**src/rtl/pipeline_pkg.sv**
```systemverilog
// Shared definitions for the pipeline: ALU opcodes, width defaults and the
// EX-stage FSM encoding.
package pipeline_pkg;

    localparam int DATA_W_DEF = 32;
    localparam int ADDR_W_DEF = 10;
    localparam int MUL_STEPS  = 32;

    typedef enum logic [3:0] {
        OP_ADD = 4'd0,
        OP_SUB = 4'd1,
        OP_AND = 4'd2,
        OP_OR  = 4'd3,
        OP_XOR = 4'd4,
        OP_SLT = 4'd5,
        OP_SLL = 4'd6,
        OP_SRL = 4'd7,
        OP_MUL = 4'd8
    } alu_op_e;

    typedef enum logic {
        ST_IDLE = 1'b0,
        ST_BUSY = 1'b1
    } ex_state_e;

endpackage

```
**src/rtl/ex_mul.sv**
```systemverilog
// Iterative shift-add multiplier: one partial-product step per clock,
// MUL_STEPS steps; done/product are valid combinationally on the last step.
module ex_mul
    import pipeline_pkg::*;
#(
    parameter int DATA_W = DATA_W_DEF
) (
    input  logic              clk,
    input  logic              rst_n,
    input  logic              kill,
    input  logic              start,
    input  logic [DATA_W-1:0] a,
    input  logic [DATA_W-1:0] b,
    output logic              busy,
    output logic              done,
    output logic [DATA_W-1:0] product
);

    logic              r_busy;
    logic [5:0]        r_cnt;
    logic [DATA_W-1:0] r_a;
    logic [DATA_W-1:0] r_b;
    logic [DATA_W-1:0] r_acc;
    logic [DATA_W-1:0] w_step;

    assign w_step  = r_acc + (r_b[0] ? r_a : '0);
    assign busy    = r_busy;
    assign done    = r_busy && (r_cnt == 6'(MUL_STEPS - 1));
    // The final step's sum is handed out directly so the stage can load it
    // on the same edge the step completes.
    assign product = w_step;

    always_ff @(posedge clk or negedge rst_n) begin
        if (!rst_n) begin
            r_busy <= 1'b0;
            r_cnt  <= '0;
            r_a    <= '0;
            r_b    <= '0;
            r_acc  <= '0;
        end else if (kill) begin
            r_busy <= 1'b0;
            r_cnt  <= '0;
            r_acc  <= '0;
        end else if (start) begin
            r_busy <= 1'b1;
            r_cnt  <= '0;
            r_a    <= a;
            r_b    <= b;
            r_acc  <= '0;
        end else if (r_busy) begin
            r_acc <= w_step;
            r_a   <= r_a << 1;
            r_b   <= r_b >> 1;
            r_cnt <= r_cnt + 6'd1;
            if (done) begin
                r_busy <= 1'b0;
            end
        end
    end

endmodule

```
**src/rtl/ex_stage.sv**
```systemverilog
// Execute stage with EX/MEM output register. Define EX_MUL_EN to build the
// multi-cycle multiplier path (BUSY state, stall); otherwise MUL yields 0.
module ex_stage
    import pipeline_pkg::*;
#(
    parameter int DATA_W = DATA_W_DEF,
    parameter int ADDR_W = ADDR_W_DEF
) (
    input  logic              no_clk,
    input  logic              rst_n,
    input  logic              flush,
    input  logic              valid_in,
    input  logic [3:0]        alu_op,
    input  logic [DATA_W-1:0] operand_a,
    input  logic [DATA_W-1:0] operand_b,
    input  logic [DATA_W-1:0] imm,
    input  logic              alu_src,
    input  logic              branch_in,
    input  logic              mem_write_in,
    input  logic              reg_write_in,
    input  logic [4:0]        rd_in,
    output logic              stall,
    output logic              valid_out,
    output logic              branch,
    output logic              zero,
    output logic              mem_write,
    output logic              reg_write,
    output logic [ADDR_W-1:0] address,
    output logic [DATA_W-1:0] alu_result,
    output logic [DATA_W-1:0] write_data,
    output logic [4:0]        rd
);

    logic [DATA_W-1:0] w_b;
    logic [DATA_W-1:0] w_alu;
    logic              w_slt;
    logic              w_load_alu;

    logic              r_valid;
    logic              r_branch;
    logic              r_zero;
    logic              r_mem_write;
    logic              r_reg_write;
    logic [DATA_W-1:0] r_result;
    logic [DATA_W-1:0] r_wdata;
    logic [4:0]        r_rd;

    assign w_b   = alu_src ? imm : operand_b;
    assign w_slt = $signed(operand_a) < $signed(w_b);

    always_comb begin
        w_alu = '0;
        case (alu_op)
            OP_ADD:  w_alu = operand_a + w_b;
            OP_SUB:  w_alu = operand_a - w_b;
            OP_AND:  w_alu = operand_a & w_b;
            OP_OR:   w_alu = operand_a | w_b;
            OP_XOR:  w_alu = operand_a ^ w_b;
            OP_SLT:  w_alu = {{(DATA_W-1){1'b0}}, w_slt};
            OP_SLL:  w_alu = operand_a << w_b[4:0];
            OP_SRL:  w_alu = operand_a >> w_b[4:0];
            default: w_alu = '0;
        endcase
    end

`ifdef EX_MUL_EN
    ex_state_e         r_state;
    ex_state_e         w_state_nxt;
    logic              w_accept_mul;
    logic              w_load_mul;
    logic              w_mul_busy;
    logic              w_mul_done;
    logic [DATA_W-1:0] w_product;

    logic              r_cap_branch;
    logic              r_cap_mem_write;
    logic              r_cap_reg_write;
    logic [4:0]        r_cap_rd;
    logic [DATA_W-1:0] r_cap_wdata;

    always_ff @(posedge no_clk or negedge rst_n) begin
        if (!rst_n) begin
            r_state <= ST_IDLE;
        end else begin
            r_state <= w_state_nxt;
        end
    end

    always_comb begin
        w_state_nxt = r_state;
        case (r_state)
            ST_IDLE: if (!flush && valid_in && alu_op == OP_MUL) w_state_nxt = ST_BUSY;
            ST_BUSY: if (flush || w_mul_done) w_state_nxt = ST_IDLE;
            default: w_state_nxt = ST_IDLE;
        endcase
    end

    // flush outranks everything: nothing is accepted or completed that cycle.
    always_comb begin
        w_accept_mul = 1'b0;
        w_load_alu   = 1'b0;
        w_load_mul   = 1'b0;
        if (!flush) begin
            if (r_state == ST_IDLE) begin
                if (valid_in && alu_op == OP_MUL) begin
                    w_accept_mul = 1'b1;
                end else if (valid_in) begin
                    w_load_alu = 1'b1;
                end
            end else if (w_mul_busy && w_mul_done) begin
                w_load_mul = 1'b1;
            end
        end
    end

    assign stall = (r_state == ST_BUSY);

    ex_mul #(.DATA_W(DATA_W)) u_mul (
        .clk     (no_clk),
        .rst_n   (rst_n),
        .kill    (flush),
        .start   (w_accept_mul),
        .a       (operand_a),
        .b       (w_b),
        .busy    (w_mul_busy),
        .done    (w_mul_done),
        .product (w_product)
    );

    always_ff @(posedge no_clk or negedge rst_n) begin
        if (!rst_n) begin
            r_cap_branch    <= 1'b0;
            r_cap_mem_write <= 1'b0;
            r_cap_reg_write <= 1'b0;
            r_cap_rd        <= '0;
            r_cap_wdata     <= '0;
        end else if (w_accept_mul) begin
            r_cap_branch    <= branch_in;
            r_cap_mem_write <= mem_write_in;
            r_cap_reg_write <= reg_write_in;
            r_cap_rd        <= rd_in;
            r_cap_wdata     <= operand_b;
        end
    end
`else
    assign w_load_alu = !flush && valid_in;
    assign stall      = 1'b0;
`endif

    // Anything not loaded as a live result becomes an all-zero bubble.
    always_ff @(posedge no_clk or negedge rst_n) begin
        if (!rst_n) begin
            r_valid     <= 1'b0;
            r_branch    <= 1'b0;
            r_zero      <= 1'b0;
            r_mem_write <= 1'b0;
            r_reg_write <= 1'b0;
            r_result    <= '0;
            r_wdata     <= '0;
            r_rd        <= '0;
        end else if (w_load_alu) begin
            r_valid     <= 1'b1;
            r_branch    <= branch_in;
            r_zero      <= (w_alu == '0);
            r_mem_write <= mem_write_in;
            r_reg_write <= reg_write_in;
            r_result    <= w_alu;
            r_wdata     <= operand_b;
            r_rd        <= rd_in;
`ifdef EX_MUL_EN
        end else if (w_load_mul) begin
            r_valid     <= 1'b1;
            r_branch    <= r_cap_branch;
            r_zero      <= (w_product == '0);
            r_mem_write <= r_cap_mem_write;
            r_reg_write <= r_cap_reg_write;
            r_result    <= w_product;
            r_wdata     <= r_cap_wdata;
            r_rd        <= r_cap_rd;
`endif
        end else begin
            r_valid     <= 1'b0;
            r_branch    <= 1'b0;
            r_zero      <= 1'b0;
            r_mem_write <= 1'b0;
            r_reg_write <= 1'b0;
            r_result    <= '0;
            r_wdata     <= '0;
            r_rd        <= '0;
        end
    end

    assign valid_out  = r_valid;
    assign branch     = r_branch;
    assign zero       = r_zero;
    assign mem_write  = r_mem_write;
    assign reg_write  = r_reg_write;
    assign alu_result = r_result;
    assign write_data = r_wdata;
    assign rd         = r_rd;
    assign address    = r_result[ADDR_W-1:0];

endmodule

```
**config.mk**
```make
export PLATFORM = sky130hd
export DESIGN_NAME = ex_stage
export DESIGN_NICKNAME = d
export VERILOG_FILES = /design/src/rtl/pipeline_pkg.sv /design/src/rtl/ex_mul.sv /design/src/rtl/ex_stage.sv
export SDC_FILE = /design/constraint.sdc
export NUM_CORES = 1
export LEC_CHECK = 0
export ABC_AREA = 1
export CAP_MARGIN = 40
export CORE_ASPECT_RATIO = 1.25
export CORE_MARGIN = 8
export CORE_UTILIZATION = 25
export DETAILED_ROUTE_END_ITERATION = 8
export GPL_TIMING_DRIVEN = 0
export MAX_ROUTING_LAYER = met4
export PLACE_DENSITY = 0.44
export SLEW_MARGIN = 30
export SYNTH_ARGS = -nofsm -noshare
export SYNTH_HDL_FRONTEND = slang
export SYNTH_HIERARCHICAL = 1
export SYNTH_SLANG_ARGS = --single-unit
```
**constraint.sdc**
```tcl
create_clock -name no_clk -period 0.8 [get_ports no_clk]
set_input_delay 0.16 -clock no_clk [delete_from_list [all_inputs] [get_ports no_clk]]
set_output_delay 0.16 -clock no_clk [all_outputs]
set_load 0.02 [all_outputs]
```
**Yosys cells after proc, flatten, opt, wreduce, memory -nomap -nowiden**

Index checks and enable logic that the tools add are counted.

- $add $sub $neg: 2
- Magnitude comparators: 1
- Equality and inequality tests: 7
- Shift-type cells: 2
- Muxes and demuxes: 10
- Bitwise operators: 3
- Reductions and logical operators: 4

Operators by type and width:

| kind | number |
|---|---|
| 32-bit case mux with 8 select lines | 1 |
| 32-bit 2-to-1 mux | 3 |
| 32-bit adder | 1 |
| 32-bit AND | 1 |
| 32-bit zero test | 1 |
| 32-bit less-than comparator | 1 |
| 32-bit OR | 1 |
| 32-bit by 5-bit left shift with 32-bit output | 1 |
| 32-bit by 5-bit right shift with 32-bit output | 1 |
| 32-bit subtractor | 1 |
| 32-bit XOR | 1 |
| 4-bit by 3-bit equality test with 1-bit output (second input constant) | 4 |
| 4-bit by 2-bit equality test with 1-bit output (second input constant) | 2 |
| 1-bit 2-to-1 mux | 5 |
| 5-bit 2-to-1 mux | 1 |
| 4-bit by 1-bit equality test with 1-bit output (second input constant) | 1 |
| 4-bit zero test | 1 |
| 1-bit logical AND | 1 |
| 1-bit zero test | 1 |

- Register bits after elaboration: 74
- Input port bits: 113
- Output and inout bits: 85
- Word-level logic and storage cells: 37

**Logic depth before layout (Yosys ltp)**

- Depth after elaboration: 5
- Depth in mapped cells: 27
- Mapped depth without buffers: 24

**Least setup slack after synthesis**

OpenSTA, ideal clock, no wires.

- Path kind: input to register
- Start: in alu_src
- End: reg r_zero (netlist: zero)
- Library setup time: 71 ps
- Data arrival time: 2,773 ps
- Required time: 729 ps
- Slack: -2,044 ps
- Cell stages on the path: 23
- Path buffers: 4
- Cell sequence: buf_6 > inv_4 > buf_2 > clkbuf_1 > or2_2 > o21ai_0 > ha_1 > buf_2 > nor2_1 > inv_1 > nor2_1 > inv_1 > nor2_1 > nand2_1 > nand2_1 > nand3_1 > a21oi_1 > nor2_1 > nor2_1 > nand2_1 > nor2_1 > nand3_1 > nor2_1

- Longest elaborated chain between the ends: 5
- Elaborated cells between the ends (all ways): 12
- Those cells by class: add/sub (2); order compare (1); shift (2); mux (3); bitwise (3); reduce/logical (1)

Ends and longest elaborated chain:

| what | line | text |
|---|---|---|
| start: declaration | ex_stage.sv:17 | `input logic alu_src,` |
| 32-bit 2-to-1 mux (*) | ex_stage.sv:48 | `assign w_b = alu_src ? imm : operand_b;` |
| 32-bit subtractor, or another cell as far along | ex_stage.sv:55 | `OP_SUB: w_alu = operand_a - w_b;` |
| 32-bit case mux with 8 select lines (*) | ex_stage.sv:53 | `case (alu_op)` |
| 32-bit zero test (*) | ex_stage.sv:164 | `r_zero <= (w_alu == '0);` |
| 1-bit 2-to-1 mux (*) | ex_stage.sv:161 | `end else if (w_load_alu) begin` |
| end signal: assignment | ex_stage.sv:164 |  |
| end: declaration | ex_stage.sv:41 | `logic r_zero;` |

Every way passes the cells marked *; elsewhere a longest branch is shown, timed or not.

**Worst setup path in the final report**

Same ends and word-level chain as after synthesis.

==> key figures <==
Timing
  • Final count of hold timing violations: 15
  • Sum of negative setup slack: -72.86 ns
  • RSZ-0062 raised after global routing: yes
  • Post-layout minimum cycle time: 2.675 ns
  • Worst-Margin Slew: 0.8292 ns
  • Worst-case hold slack: -0.2141 ns
  • Final Cycle Share: 334.4%
  • Worst max-slew margin expressed relative to the limit: 44.72%
  • Max-slew violation count: 0
  • Worst Slack Setup Final: -1.875 ns
  • Achievable Freq: 0.3738 GHz
  • Final setup fails: 117

Global route
  • Wire length of the first global-routing pass: 130500 um
  • Antenna violations before repair: 9
  • Total Routing Usage GR: 32.06%
  • Maximum number of pins on one net before global-route repair: 60
  • Number of global-route vias before repair: 18065
  • Leftover overflow at the end of global routing: 0

Flow run
  • Count of maximum capacitance violations: 0

Cells and area
  • Sequential cell area in the final layout: 0.001852 mm2
  • Area Growth Syn to Fin: 67.73%
  • Footprint of the multi-input gates: 0.01270 mm2
  • Fraction of final layout cells sized beyond drive strength 1: 39.52%
  • Number of nets in the final layout: 2884
  • Count of fill cells added during filler insertion: 5431

Routing
  • Average detailed-routed wire length per instance: 28.47 um
  • Remaining number of nets flagged by the antenna check after routing: 0
  • Number of DRC violations after detailed-routing iteration 0: 1360
  • Via count: 17921
  • Post-route DRC: 0
  • First drt pass iteration count: 6
  • Total wirelength of the detailed-routed design: 94440 um
  • Drt via density: 5.403

Clocking
  • Maximum buffer depth of the clock tree: 2
  • Clock tree from TritonCTS: yes
  • Clock transition time at the flip-flop clock pins of the worst setup and hold paths: 0.09 ns
  • Clock net sink count: 74
  • H-tree levels: 3
  • Master cell of the clock root buffer: clkbuf_16
  • Number of buffers added to fix hold violations after cts: 1
  • Number of buffers created by CTS: 9

Die
  • Initial Utilization: 25.35%
  • Core ar.: 0.05053 mm2
  • Die span in x: 218.5 um
  • IO Pins: 198
  • Placement Rows: 92
  • Height of the chip: 269.1 um
  • Die Footprint: 0.05878 mm2

Critical path
  • Setup Crit Path Kind: input port to register
  • Required time at the endpoint of the critical path: 1.14 ns
  • Critical Path Fanout Max: 10
  • Kind of capture point of the worst setup path: register
  • Arrival time at the worst endpoint: 3.01 ns
  • Startpoint type of the worst setup path: input port

Yosys
  • Post-synthesis instance total: 2308
  • Synth Flop Type: dfrtp_1
  • Syn Area/Cell: 5.550 um2
  • Commonest cells in the netlist: 593 x nand2_1, 481 x nand3_1, 305 x inv_1, 264 x nor2_1, 117 x ha_1
  • Synthesized cell area: 0.01281 mm2
  • Post-Synthesis Net Count: 2540
  • Post-synthesis cell type with the largest combined area: nand3_1
  • Register bit count reported by yosys: 74
  • Ys async rst share: 100.0%
  • Most common cell in the synthesized netlist: nand2_1
  • Sequential fraction of the synthesis area: 14.46%
  • Unique masters post-synth: 43
  • Synth area leaders: nand3_1 19%, nand2_1 17%, dfrtp_1 14%, ha_1 11%, inv_1 8.9%
  • Number of warnings printed during yosys synthesis: 6
  • Area share of the largest cell type after synthesis: 18.79%
  • Count of flip-flops with a built-in enable after synthesis: 0

Placement
  • Final RePlAce weighted congestion: 1.011
  • Post-DP HPWL: 76530 um
  • Input/output buffers: 195
  • Worst slack at placement: -3.246 ns

Min path
  • Class of the most critical hold timing path: input port to asynchronous set/reset pin

Power and ir drop
  • Power per cell area: 1212 mW/mm2
  • VDD IR-drop max: 0.9611 mV
  • Leak Pwr: 10.39 nW

Run status
  • Run status: finished with violations
  • Violated checks: hold timing, setup timing
==> critical path, stage by stage <==
cell and delay [ns]:
buf_12 0.12, buf_12 0.12, nand2_2 0.07, o21ai_4 0.06
inv_2 0.07, buf_12 0.12, buf_4 0.22, buf_4 0.21
buf_2 0.35, nand3_1 0.23, nand3_1 0.22, nand3_1 0.22
nand2_1 0.18, nand2_1 0.07, nor2_1 0.13, nand3_1 0.10
nor2_1 0.13, nand3_1 0.08, nor2_1 0.12
==> layer usage <==
metal | track usage, % | vias up | wire [um]
li1 | - | 8186 | -
met1 | 33.23 | 8734 | 35090
met2 | 56.08 | 689 | 47250
met3 | 4.421 | 312 | 4108
met4 | 21.72 | 0 | 7990
met5 | - | - | 0
==> what timing repair did <==
item | 4_1_cts | 5_1_grt
gates cloned | 2 | 1
resized for setup | 591 | 797
pin swaps | 124 | 202
setup buffers | 79 | 58
endpoints found under the setup margin | 157 | 158
hold endpoints to repair | 74 | 15
==> where the power goes <==
part           internal [mW]  switching [mW]
logic                   6.16            11.1
clock network           2.48            2.30
registers               3.88          0.0774
total                   12.5            13.5
==> kinds of logic after synthesis <==
| kind of cell | count (synthesis) | synth area share [%] |
|---|---|---|
| and+or+nand+nor | 1434 | 48.74 |
| buffers and inverters | 424 | 13.94 |
| AOI/OAI and AO/OA | 255 | 11.03 |
| adders and majority gates | 119 | 11.74 |
| DFF | 74 | 14.46 |
| xor gates and xnor gates | 1 | 0.06839 |
| other | 1 | 0.02927 |
==> stage by stage <==
step / cell area (um2) / power [mW] / util [%] / instances
3_3_place_gp: 16460 / 16.67 / 32.58 / 3161
2_1_floorplan: 13690 / 11.44 / - / 2308
4_1_cts: 19150 / 23.65 / 37.90 / 3263
3_5_place_dp: 16520 / 16.63 / 32.69 / 3165
6_report: 21490 / 26.05 / 42.52 / 3317
5_1_grt: 21490 / 27.22 / 42.52 / 3317
==> cells in the final DEF, fill, tap and decap left out, types with 24 or more instances in the layout <==
cell type,netlist,layout
nand2_4,1,53
dfrtp_1,74,74
nand3_1,481,403
a21oi_2,0,30
a21oi_4,0,28
nor2_2,5,40
inv_1,305,206
inv_2,5,68
a21oi_1,108,50
nand2_2,5,142
nand2_1,593,401
buf_6,9,129
nand4_1,31,31
nand3_4,0,34
ha_1,117,84
buf_2,45,24
o22ai_1,25,25
nor2_4,0,86
clkdlybuf4s50_1,0,68
o21ai_2,1,27
nand3_2,0,44
ha_4,0,29
nor2_1,264,143
buf_4,18,124
o21ai_0,79,27
==> layout make-up <==
cell class                 instances  area share [%]
timing repair buffer             339           15.67
buffer                           106           5.218
inverter                         312           6.091
clock buffer                       9           1.048
sequential                        74           8.619
antenna                            2         0.02329
tap                              658           3.832
multi-input combinational       1810           59.12
clock inverter                     7          0.3843
==> state kept, by name, indices dropped and copies added (netlist names) <==
| register | count |
|---|---|
| alu_result | 32 |
| write_data | 32 |
| rd | 5 |
| branch | 1 |
| mem_write | 1 |
| reg_write | 1 |
| valid_out | 1 |
| zero | 1 |
==> final timing paths <==
kind	start	to	depth (start not counted)	slack, ns
worst max-delay path	alu_src	zero	19	-1.88
worst min-delay path	rst_n	write_data[9]	2	-0.21
max in group asynchronous	rst_n	alu_result[26]	3	0.25
min in group no_clk	operand_b[3]	write_data[3]	3	0.03
(Power assumes the default switching activity.)
